File: src/rtl/mult_pkg.sv
`default_nettype none
// ============================================================================
//  Module      : mult_pkg
//  Description : Shared widths, state encoding and shift codes for the
//                sequencing/accumulation stage of the 8x8 sequential
//                multiplier.
//  Revision    : 1.0 - initial release
// ============================================================================
package mult_pkg;

    // Fixed datapath widths
    localparam int OP_W   = 8;
    localparam int NIB_W  = 4;
    localparam int PROD_W = 16;
    localparam int CNT_W  = 2;

    // Index of the final partial-product step
    localparam logic [CNT_W-1:0] LAST_STEP = 2'd3;

    // Controller state encoding (2'b11 is unreachable and folds to IDLE)
    typedef enum logic [1:0] {
        IDLE = 2'b00,
        CALC = 2'b01,
        DONE = 2'b10
    } state_t;

    // Partial-product shifter codes; 2'b11 is never driven
    localparam logic [1:0] SHIFT_0 = 2'b00;
    localparam logic [1:0] SHIFT_4 = 2'b01;
    localparam logic [1:0] SHIFT_8 = 2'b10;

    // Shift weight for a step: lo*lo -> 0, the two cross terms -> 4,
    // hi*hi -> 8.
    function automatic logic [1:0] step_shift(input logic [CNT_W-1:0] step);
        logic [1:0] code;
        case (step)
            2'd0:    code = SHIFT_0;
            2'd1:    code = SHIFT_4;
            2'd2:    code = SHIFT_4;
            2'd3:    code = SHIFT_8;
            default: code = SHIFT_0;
        endcase
        return code;
    endfunction

endpackage : mult_pkg
`default_nettype wire

File: src/rtl/accum16.sv
`default_nettype none
// ============================================================================
//  Module      : accum16
//  Description : 16-bit accumulator register. Asynchronous reset,
//                synchronous clear (priority) and add-enable. The carry out
//                of the add is dropped.
//  Revision    : 1.0 - initial release
// ============================================================================
module accum16
    import mult_pkg::*;
(
    input  logic              clk,
    input  logic              reset_a,
    input  logic              i_clr,
    input  logic              i_add_en,
    input  logic [PROD_W-1:0] i_addend,
    output logic [PROD_W-1:0] o_acc
);

    logic [PROD_W-1:0] acc_q;
    logic [PROD_W-1:0] acc_d;

    // Next accumulator value: clear wins over add, otherwise hold
    always_comb begin
        acc_d = acc_q;
        if (i_clr) begin
            acc_d = '0;
        end else if (i_add_en) begin
            acc_d = acc_q + i_addend;
        end
    end

    // Accumulator storage with asynchronous reset
    always_ff @(posedge clk or posedge reset_a) begin
        if (reset_a) begin
            acc_q <= '0;
        end else begin
            acc_q <= acc_d;
        end
    end

    assign o_acc = acc_q;

endmodule : accum16
`default_nettype wire

File: src/rtl/mult_seq_ctrl.sv
`default_nettype none
// ============================================================================
//  Module      : mult_seq_ctrl
//  Description : Sequencer for the 8x8 sequential multiplier. Latches the
//                operands on an accepted start, walks the four nibble-pair
//                products (one per cycle), drives the nibble selects and the
//                shifter code, accumulates the returned shifted partial
//                products and pulses done for one cycle with the result.
//  Revision    : 1.0 - initial release
// ============================================================================
module mult_seq_ctrl
    import mult_pkg::*;
(
    input  logic              clk,
    input  logic              reset_a,
    input  logic              start,
    input  logic [OP_W-1:0]   dataa,
    input  logic [OP_W-1:0]   datab,
    input  logic [PROD_W-1:0] shift_out,
    output logic [NIB_W-1:0]  a_nib,
    output logic [NIB_W-1:0]  b_nib,
    output logic [1:0]        shift_cntrl,
    output logic [PROD_W-1:0] product,
    output logic              busy,
    output logic              done
);

    // ------------------------------------------------------------------
    // State
    // ------------------------------------------------------------------
    state_t             state_q;
    state_t             state_d;
    logic [CNT_W-1:0]   cnt_q;
    logic [CNT_W-1:0]   cnt_d;
    logic [OP_W-1:0]    opa_q;
    logic [OP_W-1:0]    opa_d;
    logic [OP_W-1:0]    opb_q;
    logic [OP_W-1:0]    opb_d;

    logic               w_accept;
    logic               w_in_calc;

    // A start is only honoured in IDLE; anything else is dropped, not queued
    assign w_accept  = (state_q == IDLE) && start;
    assign w_in_calc = (state_q == CALC);

    // Next-state, step counter and operand capture
    always_comb begin
        state_d = state_q;
        cnt_d   = cnt_q;
        opa_d   = opa_q;
        opb_d   = opb_q;
        case (state_q)
            IDLE: begin
                if (start) begin
                    state_d = CALC;
                    cnt_d   = '0;
                    opa_d   = dataa;
                    opb_d   = datab;
                end
            end
            CALC: begin
                if (cnt_q == LAST_STEP) begin
                    state_d = DONE;
                    cnt_d   = '0;
                end else begin
                    cnt_d   = cnt_q + 2'd1;
                end
            end
            DONE: begin
                state_d = IDLE;
            end
            default: begin
                state_d = IDLE;
                cnt_d   = '0;
            end
        endcase
    end

    // Control registers with asynchronous reset
    always_ff @(posedge clk or posedge reset_a) begin
        if (reset_a) begin
            state_q <= IDLE;
            cnt_q   <= '0;
            opa_q   <= '0;
            opb_q   <= '0;
        end else begin
            state_q <= state_d;
            cnt_q   <= cnt_d;
            opa_q   <= opa_d;
            opb_q   <= opb_d;
        end
    end

    // Step decode: cnt[1] picks the dataa nibble, cnt[0] the datab nibble;
    // everything is parked at zero outside CALC.
    always_comb begin
        a_nib       = '0;
        b_nib       = '0;
        shift_cntrl = SHIFT_0;
        if (w_in_calc) begin
            a_nib       = cnt_q[1] ? opa_q[OP_W-1:NIB_W] : opa_q[NIB_W-1:0];
            b_nib       = cnt_q[0] ? opb_q[OP_W-1:NIB_W] : opb_q[NIB_W-1:0];
            shift_cntrl = step_shift(cnt_q);
        end
    end

    // ------------------------------------------------------------------
    // Accumulator: cleared on accept, adds the external shifted partial
    // product on every CALC cycle. shift_out is combinational from this
    // cycle's selects, so no pipeline stage sits on it.
    // ------------------------------------------------------------------
    accum16 u_accum (
        .clk      (clk),
        .reset_a  (reset_a),
        .i_clr    (w_accept),
        .i_add_en (w_in_calc),
        .i_addend (shift_out),
        .o_acc    (product)
    );

    assign busy = w_in_calc;
    assign done = (state_q == DONE);

endmodule : mult_seq_ctrl
`default_nettype wire

File: config.mk
export PLATFORM = sky130hd
export DESIGN_NAME = mult_seq_ctrl
export DESIGN_NICKNAME = d
export VERILOG_FILES = /design/src/rtl/mult_pkg.sv /design/src/rtl/accum16.sv /design/src/rtl/mult_seq_ctrl.sv
export SDC_FILE = /design/constraint.sdc
export NUM_CORES = 1
export LEC_CHECK = 0
export ABC_AREA = 1
export CORE_ASPECT_RATIO = 1.1
export CORE_MARGIN = 2
export CORE_UTILIZATION = 49
export CTS_BUF_LIST = sky130_fd_sc_hd__clkbuf_16
export CTS_CLUSTER_DIAMETER = 100
export CTS_CLUSTER_SIZE = 12
export DETAILED_ROUTE_END_ITERATION = 12
export GPL_TIMING_DRIVEN = 0
export PLACE_DENSITY = 0.8
export SLEW_MARGIN = 20
export SYNTH_ARGS = -nofsm -noshare
export SYNTH_HDL_FRONTEND = slang
export SYNTH_SLANG_ARGS = --single-unit
File: constraint.sdc
create_clock -name clk -period 1.9 [get_ports clk]
set_clock_uncertainty 0.1 [all_clocks]
set_input_delay 0.38 -clock clk [delete_from_list [all_inputs] [get_ports clk]]
set_output_delay 0.38 -clock clk [all_outputs]
set_load 0.02 [all_outputs]
Yosys cells after proc, flatten, opt, wreduce, memory -nomap -nowiden
Index checks and enable logic that the tools add are counted.
{"block": "word_totals", "memories": 0, "output_inout_bits": 28, "ram_bits": 0, "latchBits": 0, "in_bits": 35, "mem_bits_ro": 0, "ff_bits": 36, "elab_cells": 37}
{"block": "classes", "magnitude_cmp": 0, "add_sub_neg": 2, "shift": 0, "n_div": 0, "n_reduce_logical": 8, "n_mux": 14, "n_mul": 0, "eq_ne": 7, "n_bitwise": 1}
{"cell": "$mux 16", "n": 2}
{"cell": "$add 16x16->16", "n": 1}
{"cell": "$mux 4", "n": 4}
{"cell": "$pmux 2 s3", "n": 2}
{"cell": "$mux 2", "n": 5}
{"cell": "$eq 2x2->1 const B", "n": 3}
{"cell": "$reduce_and 2->1", "n": 3}
{"cell": "$eq 2x1->1 const B", "n": 2}
{"cell": "$logic_not 2->1", "n": 2}
{"cell": "$pmux 2 s2", "n": 1}
{"cell": "$add 2x1->2 const B", "n": 1}
{"cell": "$ne 2x1->1 const B", "n": 1}
{"cell": "$ne 2x2->1 const B", "n": 1}
{"cell": "$reduce_bool 2->1", "n": 1}
{"cell": "$reduce_or 2->1", "n": 1}
{"cell": "$logic_and 1x1->1", "n": 1}
{"cell": "$not 1->1", "n": 1}

Longest topological paths before layout
{"block": "depth", "ltp_word": 4, "ltp_mapped": 11, "mapped_depth_nobuf": 11}

By module
From an unflattened synthesis, not the netlist that was laid out.
{"block": "unflattened", "hier_cells": 372, "area_unflattened_um2": 2516.2}
{"module": "accum16", "cells_per_inst": 247, "area_per_inst_um2": 1536.5, "seq_area_each_um2": 400.4, "n_inst": 1}
{"module": "mult_seq_ctrl", "cells_per_inst": 125, "area_per_inst_um2": 979.7, "seq_area_each_um2": 500.5, "n_inst": 1}

Least setup slack after synthesis
No wires, ideal clock.
{"block": "synth_path", "path_type": "reg2reg", "start": "register u_accum.acc_q[0] (netlist: u_accum.o_acc[0])", "end": "register u_accum.acc_q[4] (netlist: u_accum.o_acc[4])", "setup_ns": 0.118, "synth_period_minus_slack_ns": 1.851, "arrival_time_ns": 1.633, "t_required_ns": 1.682, "stages_incl_launch_ff": 9, "setup_slack_ns": 0.049, "path_buffers": 0, "cell_sequence": "dfrtp_1 > ha_1 > fa_1 > nand2_1 > nand2_1 > and2_4 > o21ai_1 > a21oi_1 > a21o_1"}
{"block": "synth_via", "elab_chain_len": 3}
{"element": "from (decl)", "line_no": "accum16.sv:20", "source": "logic [PROD_W-1:0] acc_q;"}
{"element": "from (signal assigned)", "line_no": "accum16.sv:36", "source": "acc_q <= '0;"}
{"element": "from (signal assigned)", "line_no": "accum16.sv:38", "source": "acc_q <= acc_d;"}
{"element": "$add 16x16->16", "line_no": "accum16.sv:29", "source": "acc_d = acc_q + i_addend;"}
{"element": "$mux 16", "line_no": "accum16.sv:28", "source": "end else if (i_add_en) begin"}
{"element": "$mux 16", "line_no": "accum16.sv:26", "source": "if (i_clr) begin"}
Every way passes these cells. The select of a mux whose other input is x is not followed.
A chain may end at the register's enable or synchronous reset.

Worst setup path in the final report
{"block": "layout_path", "start": "input shift_out[5]", "end": "register u_accum.acc_q[7] (netlist: u_accum.o_acc[7])"}
{"block": "layout_via", "elab_chain_len": 3}
{"element": "from (decl)", "line_no": "mult_seq_ctrl.sv:19", "source": "input logic [PROD_W-1:0] shift_out,"}
{"element": "$add 16x16->16", "line_no": "accum16.sv:29"}
{"element": "$mux 16", "line_no": "accum16.sv:28"}
{"element": "$mux 16", "line_no": "accum16.sv:26"}
Every way passes these cells. The select of a mux whose other input is x is not followed.

==> key figures <==
Run status
  • Status: finished, final reports clean

Place
  • DPL Wire Length: 4260 um
  • Gpl congestion: 0.828
  • Placed cells: 471
  • Dpl cell area: 3120 um2
  • Place WS: -0.395 ns
  • I/O Buffers: 62

Routing
  • DR WL/cell: 12.7 um
  • Initial DRC count: 224
  • DRT antenna net count: 0
  • Post-Route WL: 6180 um
  • Remaining DRCs: 0
  • DR vias/cell: 5.10
  • DR pass1 iterations: 5
  • Vias: 2482

CTS
  • CTS Root Cell: clkbuf_16
  • Clk slew on worst S/H paths: 0.06 ns
  • Total CTS buffers: 5
  • CTS H-Tree Depth: 2
  • CTS tree: done
  • Clock buffer depth: 2
  • Clock Latency Late Sink: 0.28 ns
  • CTS sink cnt: 36

Final layout
  • Final nets: 483
  • Fillers: 370
  • Final non-filler cell total: 487
  • Area delta synth->final: 43.9%
  • Share of cells above drive strength 1: 0.186
  • Final Cell Area: 3500 um2
  • Final core occ: 0.741
  • Diode count: 0

Synthesis
  • Post-synth EDFFs: 0
  • Cell Area, Synth: 2430 um2
  • Yosys warnings: 0
  • Unique cell type count in the Yosys netlist: 28
  • Avg Inst Size Synth: 6.88 um2
  • Post-Syn Nets: 406
  • FFs w/ async S/R, synth: 1.00
  • Synth top area share: 0.371
  • Most numerous cell in the Yosys netlist: nand2_1
  • FF+latch count, synth: 36
  • Area leader, netlist: dfrtp_1
  • Synth cell count leaders: nand2_1, inv_1, dfrtp_1, a21oi_1, ha_1
  • Post-synthesis cell count: 353
  • Sequential element share of the synthesized area: 0.371
  • Ranking of synthesized cells by area: dfrtp_1, nand2_1, ha_1
  • Synth Flop Type: dfrtp_1

GRT
  • Vias in the first global route: 2448
  • Met2 Use GR: 0.390
  • Total gr overflow: 0
  • All-Layer GR Usage: 0.223
  • Initial antenna violation count: 0
  • Met1 Track Usage GR: 0.259
  • Largest net degree at the start of global routing: 37
  • First-pass GRT wire length: 10100 um
  • Most crowded layer after global routing: met2
  • Global Route met3 Usage: 0.0506

Setup path
  • Worst Setup Path Type: primary input to flop
  • Reg-to-Reg Start: u_accum.o_acc[0]$_DFFE_PP0P_
  • CP startpoint: shift_out[5]
  • Worst r2r dst: u_accum.o_acc[8]$_DFFE_PP0P_
  • R2R setup slack: 0.10 ns
  • Crit. End Element: flop
  • Max FO, Critical Path: 5
  • R2R cell count: 10
  • Startpoint types: primary input
  • Req. time, crit path: 1.96 ns
  • Worst Path Arrival: 1.93 ns

Worst hold path
  • Min-delay src: opa_q[6]$_DFFE_PP0P_
  • Hold path cells: 2
  • Hold Path Sink: opa_q[6]$_DFFE_PP0P_
  • Worst Hold Class: flop to flop

Die
  • Die Y: 77.9 um
  • Core Rows: 26
  • Ports: 63
  • Initial core utilization: 0.515
  • Die X: 71.1 um
  • Die area: 5540 um2
  • Core area: 4720 um2

Timing
  • Worst setup margin: 0.0300 ns
  • Fin. Hold Viols: 0
  • Min Hold Slack: 0.370 ns
  • Fin crit share: 0.984
  • Fin crit period: 1.87 ns
  • Max_slew headroom: 0.487
  • Least-Margin Pin Slew: 0.768 ns
  • Final max-slew violation count: 0
  • Count of final setup violators: 0
  • Setup Total Neg Slack: 0 ns
  • FMAX: 535 MHz

Pwr
  • P_leak: 1.82 nW
  • Pwr dens: 1810 nW/um2
  • Pwr Total: 6.34 mW
  • Peak VDD IR: 1.18 mV

Run
  • Max cap viols: 0
## state kept, by name (all words and copies together) (netlist names)
signal / count
u_accum.o_acc: 16
opa_q: 8
opb_q: 8
cnt_q: 2
state_q: 2
## metal layers
metal,wire (um),vias up,share of wire
met5,0,-,0
met4,48,0,0.0078
met3,347,4,0.056
met2,3280,94,0.53
met1,2510,1139,0.41
li1,-,1245,-
## power by group
part / switching [mW] / internal, mW / leakage (nW)
Sequential: 0.323 / 1.16 / 0.440
Combinational: 2.29 / 1.77 / 1.31
Clock: 0.317 / 0.483 / 0.0736
## cells in the final DEF (no fill, tap or decap), drive strengths merged
| cell | instances |
|---|---|
| fa | 1 |
| ha | 17 |
| buf | 24 |
| a21oi | 18 |
| dlymetal6s2s | 1 |
| dfrtp | 36 |
| clkbuf | 6 |
| o22ai | 1 |
| and3 | 1 |
| inv | 46 |
| nand3 | 17 |
| o21ai | 10 |
| nand4 | 1 |
| nor2 | 19 |
| xor2 | 1 |
| a21o | 1 |
| clkinv | 3 |
| dlygate4sd2 | 1 |
| nand2 | 166 |
| a22o | 2 |
| and2 | 2 |
| or2 | 2 |
| clkdlybuf4s50 | 49 |
| nand3b | 3 |
| nor3 | 3 |
## cell type report
| type | count | area, um2 | area share |
|---|---|---|---|
| buffer | 6 | 53.8 | 0.0154 |
| multi-input combinational | 265 | 1510 | 0.433 |
| clock buffer | 5 | 125 | 0.0358 |
| clock inverter | 3 | 18.8 | 0.00537 |
| tap | 56 | 70.1 | 0.0200 |
| sequential | 36 | 903 | 0.258 |
| timing repair buffer | 70 | 638 | 0.182 |
| inverter | 46 | 175 | 0.0501 |
## worst max-delay path by stage
stage,endpoint
4_1_cts,shift_cntrl[0]
3_3_place_gp,shift_cntrl[0]
6_report,u_accum.o_acc[7]$_DFFE_PP0P_
5_1_grt,u_accum.o_acc[13]$_DFFE_PP0P_
2_1_floorplan,u_accum.o_acc[4]$_DFFE_PP0P_
3_5_place_dp,u_accum.o_acc[14]$_DFFE_PP0P_
## critical path: stages
cell	delay, ns
clkdlybuf4s50_1	0.52
ha_4	0.23
nand2_1	0.13
inv_1	0.09
a21oi_1	0.18
nand2_2	0.10
o21ai_0	0.22
nand2_1	0.07
## logic make-up after synthesis
logic type,Yosys count,share of synthesized area
buf+inv,52,0.0932
xor+xnor,1,0.00361
flops,36,0.371
simple gates,214,0.366
compound gates,32,0.0705
fa+ha+maj,18,0.0958
## timing repair
action                                  in CTS  in global routing
gates resized for setup                     47                 40
buffers inserted                             5                  3
hold buffers                                 0                  0
pin swaps                                    1                 10
endpoints found under the setup margin      18                 20
Note: power is estimated with default switching activity, not from simulation.
